## src/rtl/memory_access.sv

```systemverilog
// MEM pipeline stage: issues loads/stores on a valid/ok data bus, aligns load data, drives mem_wb.
// Build option: MEM_MISALIGN_CHECK_EN completes misaligned accesses locally with a misalign flag.
package memory_access_pkg;
  localparam int unsigned XLEN = 64;
  typedef logic [XLEN-1:0] word_t;
  typedef logic [XLEN-1:0] addr_t;

  typedef struct packed {
    logic        inst_signal;
    logic [31:0] inst;
    addr_t       inst_pc;
    logic [4:0]  reg_dest_addr;
    logic        reg_write_enable;
    word_t       alu_result;
    word_t       store_data;
    logic        mem_read;
    logic        mem_write;
    logic [2:0]  funct3;
  } ex_mem_t;

  typedef struct packed {
    logic        inst_signal;
    logic [31:0] inst;
    addr_t       inst_pc;
    logic [4:0]  reg_dest_addr;
    logic        reg_write_enable;
    word_t       reg_write_data;
`ifdef MEM_MISALIGN_CHECK_EN
    logic        misalign;
`endif
  } mem_wb_t;
endpackage

module memory_access #(
  parameter int unsigned XLEN        = 64,
  parameter int unsigned BUS_TIMEOUT = 0
) (
  input  logic                        clk,
  input  logic                        reset,
  input  memory_access_pkg::ex_mem_t  ex_mem_state,
  output memory_access_pkg::mem_wb_t  mem_wb_state,
  output logic                        mem_busy,
  output logic                        dreq_valid,
  output logic [XLEN-1:0]             dreq_addr,
  output logic [2:0]                  dreq_size,
  output logic [7:0]                  dreq_strobe,
  output logic [XLEN-1:0]             dreq_data,
  input  logic                        dresp_addr_ok,
  input  logic                        dresp_data_ok,
  input  logic [XLEN-1:0]             dresp_data
);
  localparam logic [1:0] IDLE = 2'd0;
  localparam logic [1:0] REQ  = 2'd1;
  localparam logic [1:0] WAIT = 2'd2;

  logic [1:0]  state, state_d;
  logic [31:0] tmo_cnt;

  logic [31:0]               req_inst;
  memory_access_pkg::addr_t  req_pc;
  logic [4:0]                req_rd;
  memory_access_pkg::addr_t  req_addr;
  memory_access_pkg::word_t  req_wdata;
  logic                      req_read;
  logic                      req_write;
  logic [2:0]                req_funct3;

  memory_access_pkg::mem_wb_t mem_wb_d;
  memory_access_pkg::word_t   load_shifted, load_data;
  logic [7:0]                 byte_mask;

  logic in_mem, in_misalign, issue, bus_done, tmo_hit, done;

  assign in_mem = ex_mem_state.inst_signal & (ex_mem_state.mem_read | ex_mem_state.mem_write);

`ifdef MEM_MISALIGN_CHECK_EN
  always_comb begin
    in_misalign = 1'b0;
    case (ex_mem_state.funct3[1:0])
      2'd1:    in_misalign = ex_mem_state.alu_result[0];
      2'd2:    in_misalign = |ex_mem_state.alu_result[1:0];
      2'd3:    in_misalign = |ex_mem_state.alu_result[2:0];
      default: in_misalign = 1'b0;
    endcase
  end
`else
  assign in_misalign = 1'b0;
`endif

  assign issue    = (state == IDLE) && in_mem && !in_misalign;
  assign bus_done = ((state == REQ) && dresp_addr_ok && dresp_data_ok) ||
                    ((state == WAIT) && dresp_data_ok);
  assign tmo_hit  = (BUS_TIMEOUT != 0) && (state != IDLE) && (tmo_cnt == BUS_TIMEOUT - 1);
  assign done     = bus_done || tmo_hit;

  // Busy covers the issue cycle too, so EX holds the instruction until its completion cycle.
  assign mem_busy = (state == IDLE) ? issue : !done;

  always_comb begin
    state_d = state;
    case (state)
      IDLE:    if (issue) state_d = REQ;
      REQ:     if (done) state_d = IDLE; else if (dresp_addr_ok) state_d = WAIT;
      WAIT:    if (done) state_d = IDLE;
      default: state_d = IDLE;
    endcase
  end

  assign dreq_valid = (state == REQ);
  assign dreq_addr  = req_addr;
  assign dreq_size  = {1'b0, req_funct3[1:0]};
  assign dreq_data  = req_wdata << {req_addr[2:0], 3'b000};

  always_comb begin
    case (req_funct3[1:0])
      2'd0:    byte_mask = 8'h01;
      2'd1:    byte_mask = 8'h03;
      2'd2:    byte_mask = 8'h0F;
      default: byte_mask = 8'hFF;
    endcase
  end

  // 8-bit shift context drops lanes that would fall past byte 7.
  assign dreq_strobe = req_write ? (byte_mask << req_addr[2:0]) : 8'h00;

  assign load_shifted = dresp_data >> {req_addr[2:0], 3'b000};

  always_comb begin
    case (req_funct3)
      3'b000:  load_data = {{56{load_shifted[7]}},  load_shifted[7:0]};
      3'b001:  load_data = {{48{load_shifted[15]}}, load_shifted[15:0]};
      3'b010:  load_data = {{32{load_shifted[31]}}, load_shifted[31:0]};
      3'b100:  load_data = {56'd0, load_shifted[7:0]};
      3'b101:  load_data = {48'd0, load_shifted[15:0]};
      3'b110:  load_data = {32'd0, load_shifted[31:0]};
      default: load_data = load_shifted;
    endcase
  end

  always_comb begin
    mem_wb_d = '0;
    if (state == IDLE) begin
      if (ex_mem_state.inst_signal && !in_mem) begin
        mem_wb_d.inst_signal      = 1'b1;
        mem_wb_d.inst             = ex_mem_state.inst;
        mem_wb_d.inst_pc          = ex_mem_state.inst_pc;
        mem_wb_d.reg_dest_addr    = ex_mem_state.reg_dest_addr;
        mem_wb_d.reg_write_enable = ex_mem_state.reg_write_enable;
        mem_wb_d.reg_write_data   = ex_mem_state.alu_result;
      end
`ifdef MEM_MISALIGN_CHECK_EN
      else if (in_mem && in_misalign) begin
        mem_wb_d.inst_signal   = 1'b1;
        mem_wb_d.inst          = ex_mem_state.inst;
        mem_wb_d.inst_pc       = ex_mem_state.inst_pc;
        mem_wb_d.reg_dest_addr = ex_mem_state.reg_dest_addr;
        mem_wb_d.misalign      = 1'b1;
      end
`endif
    end else if (done) begin
      mem_wb_d.inst_signal      = 1'b1;
      mem_wb_d.inst             = req_inst;
      mem_wb_d.inst_pc          = req_pc;
      mem_wb_d.reg_dest_addr    = req_rd;
      mem_wb_d.reg_write_enable = bus_done && req_read && (req_rd != 5'd0);
      mem_wb_d.reg_write_data   = load_data;
    end
  end

  always_ff @(posedge clk or posedge reset) begin
    if (reset) begin
      state        <= IDLE;
      mem_wb_state <= '0;
      tmo_cnt      <= '0;
      req_inst     <= '0;
      req_pc       <= '0;
      req_rd       <= '0;
      req_addr     <= '0;
      req_wdata    <= '0;
      req_read     <= 1'b0;
      req_write    <= 1'b0;
      req_funct3   <= '0;
    end else begin
      state        <= state_d;
      mem_wb_state <= mem_wb_d;
      tmo_cnt      <= ((state == IDLE) || done) ? '0 : tmo_cnt + 32'd1;
      if (issue) begin
        req_inst   <= ex_mem_state.inst;
        req_pc     <= ex_mem_state.inst_pc;
        req_rd     <= ex_mem_state.reg_dest_addr;
        req_addr   <= ex_mem_state.alu_result;
        req_wdata  <= ex_mem_state.store_data;
        req_read   <= ex_mem_state.mem_read;
        req_write  <= ex_mem_state.mem_write;
        req_funct3 <= ex_mem_state.funct3;
      end
    end
  end
endmodule
```

## config.mk

```make
export PLATFORM = sky130hd
export DESIGN_NAME = memory_access
export DESIGN_NICKNAME = d
export VERILOG_FILES = /design/src/rtl/memory_access.sv
export SDC_FILE = /design/constraint.sdc
export NUM_CORES = 1
export LEC_CHECK = 0
export CAP_MARGIN = 10
export CORE_AREA = 8 8 231 233
export CTS_CLUSTER_SIZE = 8
export DETAILED_ROUTE_END_ITERATION = 12
export DIE_AREA = 0 0 239 241
export PLACE_DENSITY = 0.67
export SYNTH_ARGS = -nofsm -noshare
export SYNTH_HDL_FRONTEND = slang
export SYNTH_SLANG_ARGS = --single-unit
```

## constraint.sdc

```tcl
create_clock -name clk -period 39 [get_ports clk]
set_input_delay 5.85 -clock clk [delete_from_list [all_inputs] [get_ports clk]]
set_output_delay 5.85 -clock clk [all_outputs]
set_load 0.05 [all_outputs]
```

==> flow_summary_export.csv <==
group,metric,value,unit
outcome,status,"finished clean",
synthesis,synth.avg_cell_area,12.2,um2
flow_run,maxCapViolCount,0,
clock_network,post_cts_resize_count,0,
synthesis,synth_cell_types,53,
synthesis,yosys.area.top_type,"dfrtp_1",
detailed_routing,drc,0,
synthesis,synth_top_area_frac,0.550,
worst_hold_path,min_from,"req_pc[55]",
detailed_routing,ant_nets,0,
power_and_ir_drop,p_per_area,75.4,nW/um2
critical_path,cp-startpoint,"dresp_addr_ok",
grt,track_usage,0.240,
timing,clock_skew,17.5,ps
critical_path,critPathRequiredTime,33150,ps
finish,fin_nets,2368,
synthesis,seq_area_frac_synth,0.550,
detailed_routing,drt-pass1-iter-count,6,
finish,instances_no_fill,2751,
clock_network,path_clk_slew,50,ps
timing,drv_slew,0,
die,dieHeight,241,um
die,initial_utilization,0.369,
critical_path,endpoint_kind,"output port",
worst_hold_path,hp-class,"reg -> reg",
finish,final_cell_mix,"clkdlybuf4s50_1, dfrtp_1, mux2_2, nand2_1, nor2_1",
finish,areaGrowthSynthToFinish,44.5,%
synthesis,synth_flop_cell,"dfrtp_1",
grt,grt_pass1_vias,15300,
detailed_routing,avgRoutedWirePerCell,26.2,um
synthesis,synth_edf_count,0,
detailed_routing,drt_iter0_drc,1099,
die,die_w,239,um
synthesis,synth-seq-cells,403,
critical_path,worstPathMaxFanout,3,
clock_network,ctsRootBufferMaster,"clkbuf_16",
power_and_ir_drop,vdd_ir_drop_max,0.0506,mV
clock_network,tritoncts,"built",
die,row_count,82,
die,io_pins,612,
clock_network,cts_setup_buffers,0,
power_and_ir_drop,power.total,1990,uW
synthesis,synthCells,1498,
clock_network,ctsHoldBuffers,0,
timing,period_share,0.348,
die,core_area,49700,um2
placement,place_hpwl,53900,um
die,die_area,57600,um2
timing,setup_viol,0,
timing,relSlewSlack,0.229,
timing,tightest_slew,1150,ps
grt,antenna_found_initial,15,
placement,placedCellCount,2678,
clock_network,htree_num_levels,2,
grt,grt_first_pass_wirelength,104000,um
clock_network,numCtsBuffers,56,
finish,drive_gt1_frac,0.195,
placement,io_buffers,610,
synthesis,synthTopCellsByArea,"dfrtp_1, mux2_2, mux2i_1",
finish,final_area,26500,um2
critical_path,arrival,7740,ps
finish,final_common_cell,"clkdlybuf4s50_1",
synthesis,ys_async_sr_fraction,1.00,
critical_path,criticalPathCategory,"in -> out",
detailed_routing,routed_wl,72000,um
clock_network,insertion_delay,590,ps
power_and_ir_drop,p_leak,0.0112,uW
grt,grt_max_degree,115,
clock_network,cts.path.max_buffers,3,
timing,fmax,0.0736,GHz
synthesis,synth_fp_nets,1802,
timing,setup_tns,0,ps
detailed_routing,vias_per_cell,5.38,
timing,period_minus_slack,13590,ps
critical_path,cp-start-kind,"primary input",
synthesis,netlist_area,18300,um2
finish,fillers,4385,
placement,gp_congestion,0.950,
critical_path,reg2reg_from,"dreq_addr[0]",
timing,finalHoldViolations,0,
clock_network,clock_sinks,403,
synthesis,ys_warn_count,0,
placement,placed_area,24900,um2
grt,overflow,0,
detailed_routing,vias,14800,
timing,rsz0062_at_grt,"no",
## final timing paths
check                                          to  cells after the start  slack (ps)
worst min-delay path            mem_wb_state[125]                      1         480
worst max-delay path                     mem_busy                      6       25410
worst min register to register  mem_wb_state[125]                      1         480
worst max register to register   mem_wb_state[55]                      7       34890
min in group asynchronous        mem_wb_state[82]                      2        5810
max in group asynchronous            dreq_addr[0]                      4       30650
## layout make-up
| cell class | count | area (um2) | share of cell area |
|---|---|---|---|
| timing repair buffer | 633 | 6280 | 0.237 |
| sequential | 403 | 10100 | 0.381 |
| inverter | 5 | 26.3 | 0.000993 |
| multi-input combinational | 965 | 7690 | 0.291 |
| antenna | 11 | 27.5 | 0.00104 |
| clock inverter | 3 | 76.3 | 0.00288 |
| tap | 672 | 841 | 0.0318 |
| clock buffer | 59 | 1430 | 0.0542 |
## critical path: stages
cell	delay [ps]
clkdlybuf4s50_1	410
and3b_1	190
nor2_1	220
nor2b_4	80
a21oi_1	150
clkdlybuf4s50_1	830
## state kept, by name (all words and copies together) (netlist names)
| signal | count |
|---|---|
| dreq_addr | 64 |
| req_funct3 | 3 |
| req_inst | 32 |
| mem_wb_state | 167 |
| state | 2 |
| req_read | 1 |
| req_write | 1 |
| req_rd | 5 |
| req_pc | 64 |
| req_wdata | 64 |
## cells by family after synthesis
group | share of synthesized area
flops | 0.550
mux | 0.225
compound gates | 0.132
simple gates | 0.0613
buf+inv | 0.0312
other cells | 0.000205
## metrics by stage
stage	hold slack [ps]	setup WS [ps]	utilization
6_report	485	25410	0.533
2_1_floorplan	439	21940	-
3_3_place_gp	472	25390	0.502
5_1_grt	505	25320	0.533
4_1_cts	489	25400	0.532
3_5_place_dp	477	25400	0.502
## synth_stat cells (all sizes together) (8+ instances only)
cell type  count
o21ai         90
nor2         113
dfrtp        403
nand2        114
clkbuf        76
and2          14
mux2         269
o32ai          8
a211oi        17
mux4           8
mux2i         90
nor2b          8
buf           49
o22ai         15
a22o         102
a32oi         16
a21oi         50
a32o           9
## layer usage
metal	part of all wire	global-route usage	vias to the layer above
met3	0.078	0.0650	136
met4	0.036	0.0951	8
met2	0.49	0.405	616
met1	0.39	0.290	7498
li1	-	-	6537
met5	0.00062	0	-
## where the power goes
part	leakage [uW]	internal (uW)	total [uW]	switching, uW
Clock	0.000737	262	437	175
Sequential	0.00504	525	601	75.9
Combinational	0.00544	350	957	607
Total	0.0112	1140	1990	857
Power figures use the tool's default switching activity.
